**src/rtl/hazard_ctrl.sv**
```systemverilog
// hazard_ctrl: pipeline hazard unit for a 5-stage in-order core.
// Detects load-use (or, without forwarding, any RAW) hazards between the
// ID stage and the producers ahead of it, flushes on EX redirects, drains
// the pipeline after a Halt, and counts stall cycles.
// Optional feature: define HAZARD_FORWARD_EN to enable EX/MEM and MEM/WB
// operand forwarding; otherwise forwarding selects are tied to 00 and every
// EX/MEM producer match stalls the ID instruction.
module hazard_ctrl #(
  parameter int DRAIN_CYCLES = 3,
  parameter int CNT_W        = 16
) (
  input  logic             clk,
  input  logic             reset,
  input  logic [4:0]       id_rs1,
  input  logic [4:0]       id_rs2,
  input  logic             id_use_rs1,
  input  logic             id_use_rs2,
  input  logic [4:0]       ex_rs1,
  input  logic [4:0]       ex_rs2,
  input  logic [4:0]       ex_rd,
  input  logic             ex_regwrite,
  input  logic             ex_memread,
  input  logic             ex_halt,
  input  logic             ex_redirect,
  input  logic [4:0]       mem_rd,
  input  logic             mem_regwrite,
  input  logic [4:0]       wb_rd,
  input  logic             wb_regwrite,
  output logic             pc_write_en,
  output logic             if_id_write_en,
  output logic             if_id_flush,
  output logic             id_ex_flush,
  output logic [1:0]       fwd_a,
  output logic [1:0]       fwd_b,
  output logic             halted,
  output logic [CNT_W-1:0] stall_cnt
);

  // Drain counter holds DRAIN_CYCLES-1 down to 0.
  localparam int DW = (DRAIN_CYCLES > 1) ? $clog2(DRAIN_CYCLES) : 1;
  localparam logic [DW-1:0] DRAIN_LOAD = DW'(DRAIN_CYCLES - 1);

  typedef enum logic [1:0] {
    S_RUN    = 2'd0,
    S_DRAIN  = 2'd1,
    S_HALTED = 2'd2
  } state_e;

  state_e           state_q;
  logic [DW-1:0]    drain_cnt_q;
  logic             halted_q;
  logic [CNT_W-1:0] stall_cnt_q, stall_cnt_d;
  logic             stall_hz;
  logic [1:0]       fwd_a_raw, fwd_b_raw;

  // A producer only matters when it really writes a non-x0 register that the
  // consumer really reads.
  function automatic logic src_match(input logic [4:0] rd, input logic we,
                                     input logic [4:0] src, input logic use_src);
    return use_src && we && (rd != 5'd0) && (rd == src);
  endfunction

`ifdef HAZARD_FORWARD_EN
  // With forwarding, only a load in EX cannot be bypassed in time.
  assign stall_hz = ex_memread &&
                    (src_match(ex_rd, ex_regwrite, id_rs1, id_use_rs1) ||
                     src_match(ex_rd, ex_regwrite, id_rs2, id_use_rs2));

  // The younger EX/MEM result wins over the older MEM/WB result.
  assign fwd_a_raw = src_match(mem_rd, mem_regwrite, ex_rs1, 1'b1) ? 2'b10 :
                     src_match(wb_rd,  wb_regwrite,  ex_rs1, 1'b1) ? 2'b01 : 2'b00;
  assign fwd_b_raw = src_match(mem_rd, mem_regwrite, ex_rs2, 1'b1) ? 2'b10 :
                     src_match(wb_rd,  wb_regwrite,  ex_rs2, 1'b1) ? 2'b01 : 2'b00;
`else
  // Without forwarding, ID waits until producers in EX and MEM reach WB;
  // the write-before-read register file covers the WB producer.
  assign stall_hz = src_match(ex_rd,  ex_regwrite,  id_rs1, id_use_rs1) ||
                    src_match(ex_rd,  ex_regwrite,  id_rs2, id_use_rs2) ||
                    src_match(mem_rd, mem_regwrite, id_rs1, id_use_rs1) ||
                    src_match(mem_rd, mem_regwrite, id_rs2, id_use_rs2);
  assign fwd_a_raw = 2'b00;
  assign fwd_b_raw = 2'b00;

  // Operand and WB fields only feed the forwarding network.
  logic unused_fwd_inputs;
  assign unused_fwd_inputs = ^{ex_rs1, ex_rs2, wb_rd, wb_regwrite};
`endif

  // Pipeline control: halt beats redirect, redirect beats stall.
  always_comb begin
    // NOTE: every output gets a default first so no path leaves one unassigned,
    // which would otherwise infer a latch.
    pc_write_en    = 1'b1;
    if_id_write_en = 1'b1;
    if_id_flush    = 1'b0;
    id_ex_flush    = 1'b0;
    fwd_a          = 2'b00;
    fwd_b          = 2'b00;
    if (!reset) begin
      fwd_a = fwd_a_raw;
      fwd_b = fwd_b_raw;
      if (state_q != S_RUN || ex_halt) begin
        pc_write_en    = 1'b0;
        if_id_write_en = 1'b0;
        if_id_flush    = 1'b1;
        id_ex_flush    = 1'b1;
      end else if (ex_redirect) begin
        if_id_flush = 1'b1;
        id_ex_flush = 1'b1;
      end else if (stall_hz) begin
        pc_write_en    = 1'b0;
        if_id_write_en = 1'b0;
        id_ex_flush    = 1'b1;
      end
    end
  end

  // Run/drain/halt sequencing with a registered halted flag.
  always_ff @(posedge clk) begin
    // NOTE: non-blocking assignments so every register samples pre-edge values.
    if (reset) begin
      state_q     <= S_RUN;
      drain_cnt_q <= '0;
      halted_q    <= 1'b0;
    end else begin
      case (state_q)
        S_RUN: begin
          if (ex_halt) begin
            state_q     <= S_DRAIN;
            drain_cnt_q <= DRAIN_LOAD;
          end
        end
        S_DRAIN: begin
          if (drain_cnt_q == '0) begin
            state_q  <= S_HALTED;
            halted_q <= 1'b1;
          end else begin
            drain_cnt_q <= drain_cnt_q - DW'(1);
          end
        end
        S_HALTED: state_q <= S_HALTED;
        default:  state_q <= S_RUN;
      endcase
    end
  end

  // Saturating count of RUN cycles lost to a stall that no redirect overrode.
  always_comb begin
    stall_cnt_d = stall_cnt_q;
    if (state_q == S_RUN && stall_hz && !ex_redirect && stall_cnt_q != '1)
      stall_cnt_d = stall_cnt_q + CNT_W'(1);
  end

  // Stall counter register.
  always_ff @(posedge clk) begin
    if (reset) stall_cnt_q <= '0;
    else       stall_cnt_q <= stall_cnt_d;
  end

  assign halted    = halted_q;
  assign stall_cnt = stall_cnt_q;

endmodule

```
**config.mk**
```make
export PLATFORM = sky130hd
export DESIGN_NAME = hazard_ctrl
export DESIGN_NICKNAME = d
export VERILOG_FILES = /design/src/rtl/hazard_ctrl.sv
export SDC_FILE = /design/constraint.sdc
export NUM_CORES = 1
export LEC_CHECK = 0
export ABC_CLOCK_PERIOD_IN_PS = 5300
export BUFFER_PORTS_ARGS = -buffer_cell sky130_fd_sc_hd__buf_2
export CORE_ASPECT_RATIO = 1.1
export CORE_MARGIN = 8
export CORE_UTILIZATION = 35
export DETAILED_ROUTE_END_ITERATION = 16
export PLACE_DENSITY_LB_ADDON = 0.15
export SETUP_SLACK_MARGIN = 0.15
export SLEW_MARGIN = 20
export SYNTH_ARGS = -nofsm -noshare
export SYNTH_HDL_FRONTEND = slang
export SYNTH_SLANG_ARGS = --single-unit
```
**constraint.sdc**
```tcl
create_clock -name clk -period 5.3 [get_ports clk]
set_input_delay 0.795 -clock clk [delete_from_list [all_inputs] [get_ports clk]]
set_output_delay 0.795 -clock clk [all_outputs]
set_load 0.02 [all_outputs]
```
[After elaboration in Yosys (flattened, before gate mapping)]
Index checks and enable logic that the tools add are counted.
Word-level totals
  output and inout bits: 25
  register bits: 21
  input bits: 45
Cells by class
  reduce and logical (&&, ||, !) cells: 29
  equal/unequal tests: 10
  add/sub/neg operators: 2
  mux-type cells: 17
Operators with widths (count)
  $eq A5 B5 Y1: 4
  $add A16 B1 Y16 const B: 1
  $ne A16 B16 Y1 const B: 1
  $logic_and A1 B1 Y1: 15
  $mux W1: 11
  $reduce_bool A5 Y1: 2
  $mux W2: 4
  $ne A2 B2 Y1 const B: 3
  $pmux W2 S3: 1
  $logic_not A2 Y1: 2
  $logic_or A1 B1 Y1: 4
  $pmux W2 S2: 1
  $reduce_and A2 Y1: 2
  $reduce_bool A2 Y1: 2
  $reduce_and A3 Y1: 1
  $eq A2 B1 Y1 const B: 1
  $eq A2 B2 Y1 const B: 1
  $sub A2 B1 Y2 const B: 1
  $logic_not A1 Y1: 1

[Longest topological paths before layout]
  word-level depth: 10
  gate-level depth with buffers: 8
  depth with buffers taken out: 7

[Worst setup path before layout]
Ideal clock, no wire load.
  path type: in2out
  from: in ex_rd[0]
  to: out pc_write_en
  data required time: 4.505 ns
  stages: 8
  buffers on the path: 3
  arrival time: 2.451 ns
  path slack: 2.054 ns
  cells stage by stage: or4_1 -> o21ai_2 -> nor2_1 -> a22oi_4 -> buf_6 -> buf_8 -> a21o_1 -> buf_4
Between the ends
  longest elaborated chain between the ends: 10
  elaborated cells between the ends (all ways): 14
Ends and longest elaborated chain
  from (decl): RTL line 20  | input logic [4:0] ex_rd,
  $reduce_bool A5 Y1: RTL line 60  | return use_src && we && (rd != 5'd0) && (rd == src);
  $logic_and A1 B1 Y1 (2 in series): RTL line 60
  $logic_or A1 B1 Y1 *: RTL line 77  | assign stall_hz = src_match(ex_rd, ex_regwrite, id_rs1, id_use_rs1) ||
  $logic_or A1 B1 Y1 *: RTL line 78  | src_match(ex_rd, ex_regwrite, id_rs2, id_use_rs2) ||
  $logic_or A1 B1 Y1 *: RTL line 79  | src_match(mem_rd, mem_regwrite, id_rs1, id_use_rs1) ||
  $mux W1 * (4 in series)
  to (decl): RTL line 29  | output logic pc_write_en,
Mark *: on every way between the ends. The rest lies on a longest branch, timed or not.

[Final worst setup path]
  from: in mem_rd[0]
  to: out if_id_write_en
Between the ends
  longest elaborated chain between the ends: 9
  elaborated cells between the ends (all ways): 13
Ends and longest elaborated chain
  from (decl): RTL line 25  | input logic [4:0] mem_rd,
  $reduce_bool A5 Y1: RTL line 60
  $logic_and A1 B1 Y1 (2 in series): RTL line 60
  $logic_or A1 B1 Y1: RTL line 78
  $logic_or A1 B1 Y1 *: RTL line 79
  $mux W1 *: RTL line 110  | end else if (stall_hz) begin
  $mux W1 *: RTL line 107  | end else if (ex_redirect) begin
  $mux W1 *: RTL line 102  | if (state_q != S_RUN || ex_halt) begin
  $mux W1 *: RTL line 99  | if (!reset) begin
  to (decl): RTL line 30  | output logic if_id_write_en,
Marks and branches as above.

==> impl_metrics.toml <==
[final_layout]
nets = 282
syn2layout_area_growth_pct = 18.9
antenna_cells = 0
nFillCells = 440
final_core_utilization = 0.430
drive_gt1_frac = 0.290

[detailed_routing]
routed_wl_microns = 3920
vias = 1474
wl_per_cell_microns = 13.8
drcViolationCount = 0
dr.first_iter.drc_count = 82
via_per_inst = 5.17
dr.pass1.iters = 6
antenna_left = 0

[cts]
clk_path_buf_depth = 2
tritoncts = "built"
cts_root_buffer = "clkbuf_8"
clk_pin_slew_ps = 70
post_cts_buffers = 0
h-tree-depth = 1
cts_resized = 0
numCtsBuffers = 3
cts-hold-fix-buffers = 0
cts_sinks = 21
insertion_delay_ps = 260

[sta]
hold_viol = 0
min_period_over_period = 0.667
relSlewSlack = 0.542
setup_viol = 0
worst_pin_slew_ps = 676
skew_ps = 10.1
fin_crit_ps = 3530
rsz0062_at_grt = "false"
fmax_ghz = 0.283
slew_violations = 0
finalSetupTns_ps = 0

[floorplan]
rows = 25
dieArea_sq_um = 6820
io_pins = 70
fp.dieH_microns = 85.8
start_util = 0.362
die_width_microns = 79.5
coreArea_sq_um = 4290

[global_route]
grt_pass1_vias = 1435
antenna_found_initial = 0
gr-total-overflow = 0
grt_pass1_wl_microns = 6630
track_usage = 0.118
grt_max_degree = 30

[run]
drv_cap = 0

[place]
place_congestion = 0.821
dp_hpwl_microns = 3040
io_buffers = 48

[synth]
synth_edf_count = 0
synthArstFlopShare = 0
syn-cell-area_sq_um = 1550
ys.flop_type = "dfxtp_1"
synth_cell_types = 47
ys_seq_area_frac = 0.271
syn_inst = 186
avgSynthCellArea_sq_um = 8.33
synth_seq_cells = 21
yosysWarnings = 0

[critical_path]
end_kind = "output port"
crit_type = "primary input to output port"
crit_arrival_ps = 2740
cp_max_fo = 27
crit_path_start_kind = "primary input"
critPathRequiredTime_ps = 4510

[hold_path]
hp-class = "register to register"

[power_and_ir_drop]
powerDensity_nw_per_um2 = 267
finalPower_mw = 0.492
ir_worst_vdd_uv = 236
cellLeakagePower_nw = 0.720

[status]
status = "finished clean"
==> layout by cell type (no fill, tap or decap), types with 2 or more instances in the layout <==
master    count
a21o_1        2
a21oi_1      13
a21oi_2       2
buf_2        48
clkbuf_8      3
conb_1        4
dfxtp_1      21
ha_1          5
inv_1         6
mux2_4        3
nand2_1      14
nand2b_1      5
nand3_1       5
nand4_1       7
nor2_1       15
nor2b_1       4
nor3_1        2
nor3b_2       2
o21ai_0       4
o21ai_1       3
o31ai_1       8
or3_1         4
or4_1         9
xnor2_1      20
==> final cells by class <==
type | count | area [sq um] | area share
Clock buffer | 3 | 41.3 | 0.0224
Inverter | 6 | 22.5 | 0.0122
Timing Repair Buffer | 49 | 248 | 0.134
Multi-Input combinational cell | 151 | 1040 | 0.563
Clock inverter | 1 | 5.00 | 0.00272
Tap cell | 54 | 67.6 | 0.0367
Sequential cell | 21 | 420 | 0.228
==> report_power, final <==
group	internal, mW	switching, mW	total [mW]
logic	0.0788	0.127	0.205
registers	0.173	0.00864	0.182
clock network	0.0524	0.0523	0.105
total	0.304	0.188	0.492
==> worst max-delay path, cell delays in order <==
cell     delay (ps)
buf_2           130
or4_1           500
o21ai_0         280
nor2_1          120
a22oi_4         540
a21o_1          220
buf_2           160
==> logic make-up (layout without fill, tap and decap cells) <==
family                   count (synthesis)  in the layout  synth area share
other                                    1              4           0.00242
buffers and inverters                   17             59            0.0662
AO/OA/AOI/OAI                           41             41             0.182
adder cells (fa/ha/maj)                  5              5            0.0404
flip-flops                              21             21             0.271
AND/OR/NAND/NOR                         76             76             0.282
multiplexers                             5              5            0.0428
XOR/XNOR                                20             20             0.113
==> stage by stage <==
stage | hold WS, ps | area, sq um | cells | setup slack (ps)
5_1_grt | 533 | 1840 | 285 | 1610
3_3_place_gp | 456 | 1800 | 281 | 1800
6_report | 481 | 1840 | 285 | 1770
3_5_place_dp | 457 | 1800 | 281 | 1770
2_1_floorplan | 454 | 1560 | 189 | 2050
4_1_cts | 478 | 1840 | 285 | 1770
==> synthesized netlist by cell type (3+ instances only) <==
| cell type | number | area, sq um |
|---|---|---|
| nand4_1 | 7 | 43.8 |
| o21ai_1 | 3 | 15.0 |
| or3_1 | 4 | 25.0 |
| ha_1 | 5 | 62.6 |
| mux2_4 | 3 | 45.0 |
| nand2b_1 | 5 | 31.3 |
| nor2_1 | 15 | 56.3 |
| o21ai_0 | 4 | 20.0 |
| buf_4 | 5 | 37.5 |
| or4_1 | 9 | 67.6 |
| o31ai_1 | 8 | 60.1 |
| nor2b_1 | 4 | 25.0 |
| nand2_1 | 14 | 52.6 |
| dfxtp_1 | 21 | 420 |
| inv_1 | 6 | 22.5 |
| clkbuf_1 | 3 | 11.3 |
| xnor2_1 | 20 | 175 |
| a21oi_1 | 13 | 65.1 |
| nand3_1 | 5 | 25.0 |
==> per-layer routing <==
layer  up-vias  global-route usage  routed length, microns
li1        756                   -                       -
met1       675               0.141                    1790
met2        39               0.202                    1880
met3         4              0.0356                     229
met4         0              0.0236                      22
met5         -                   0                       0
==> sequential cells by signal (all words and copies together) (netlist names) <==
signal,flops
state_q,2
stall_cnt,16
halted,1
drain_cnt_q,2
==> final timing paths <==
check	slack [ps]	to	from	cells past startpoint
min reg2reg	480	halted	halted	2
max reg2reg	2880	stall_cnt[11]	stall_cnt[7]	7
max	1770	if_id_write_en	mem_rd[0]	7
min	480	halted	halted	2
(Power assumes the default switching activity.)
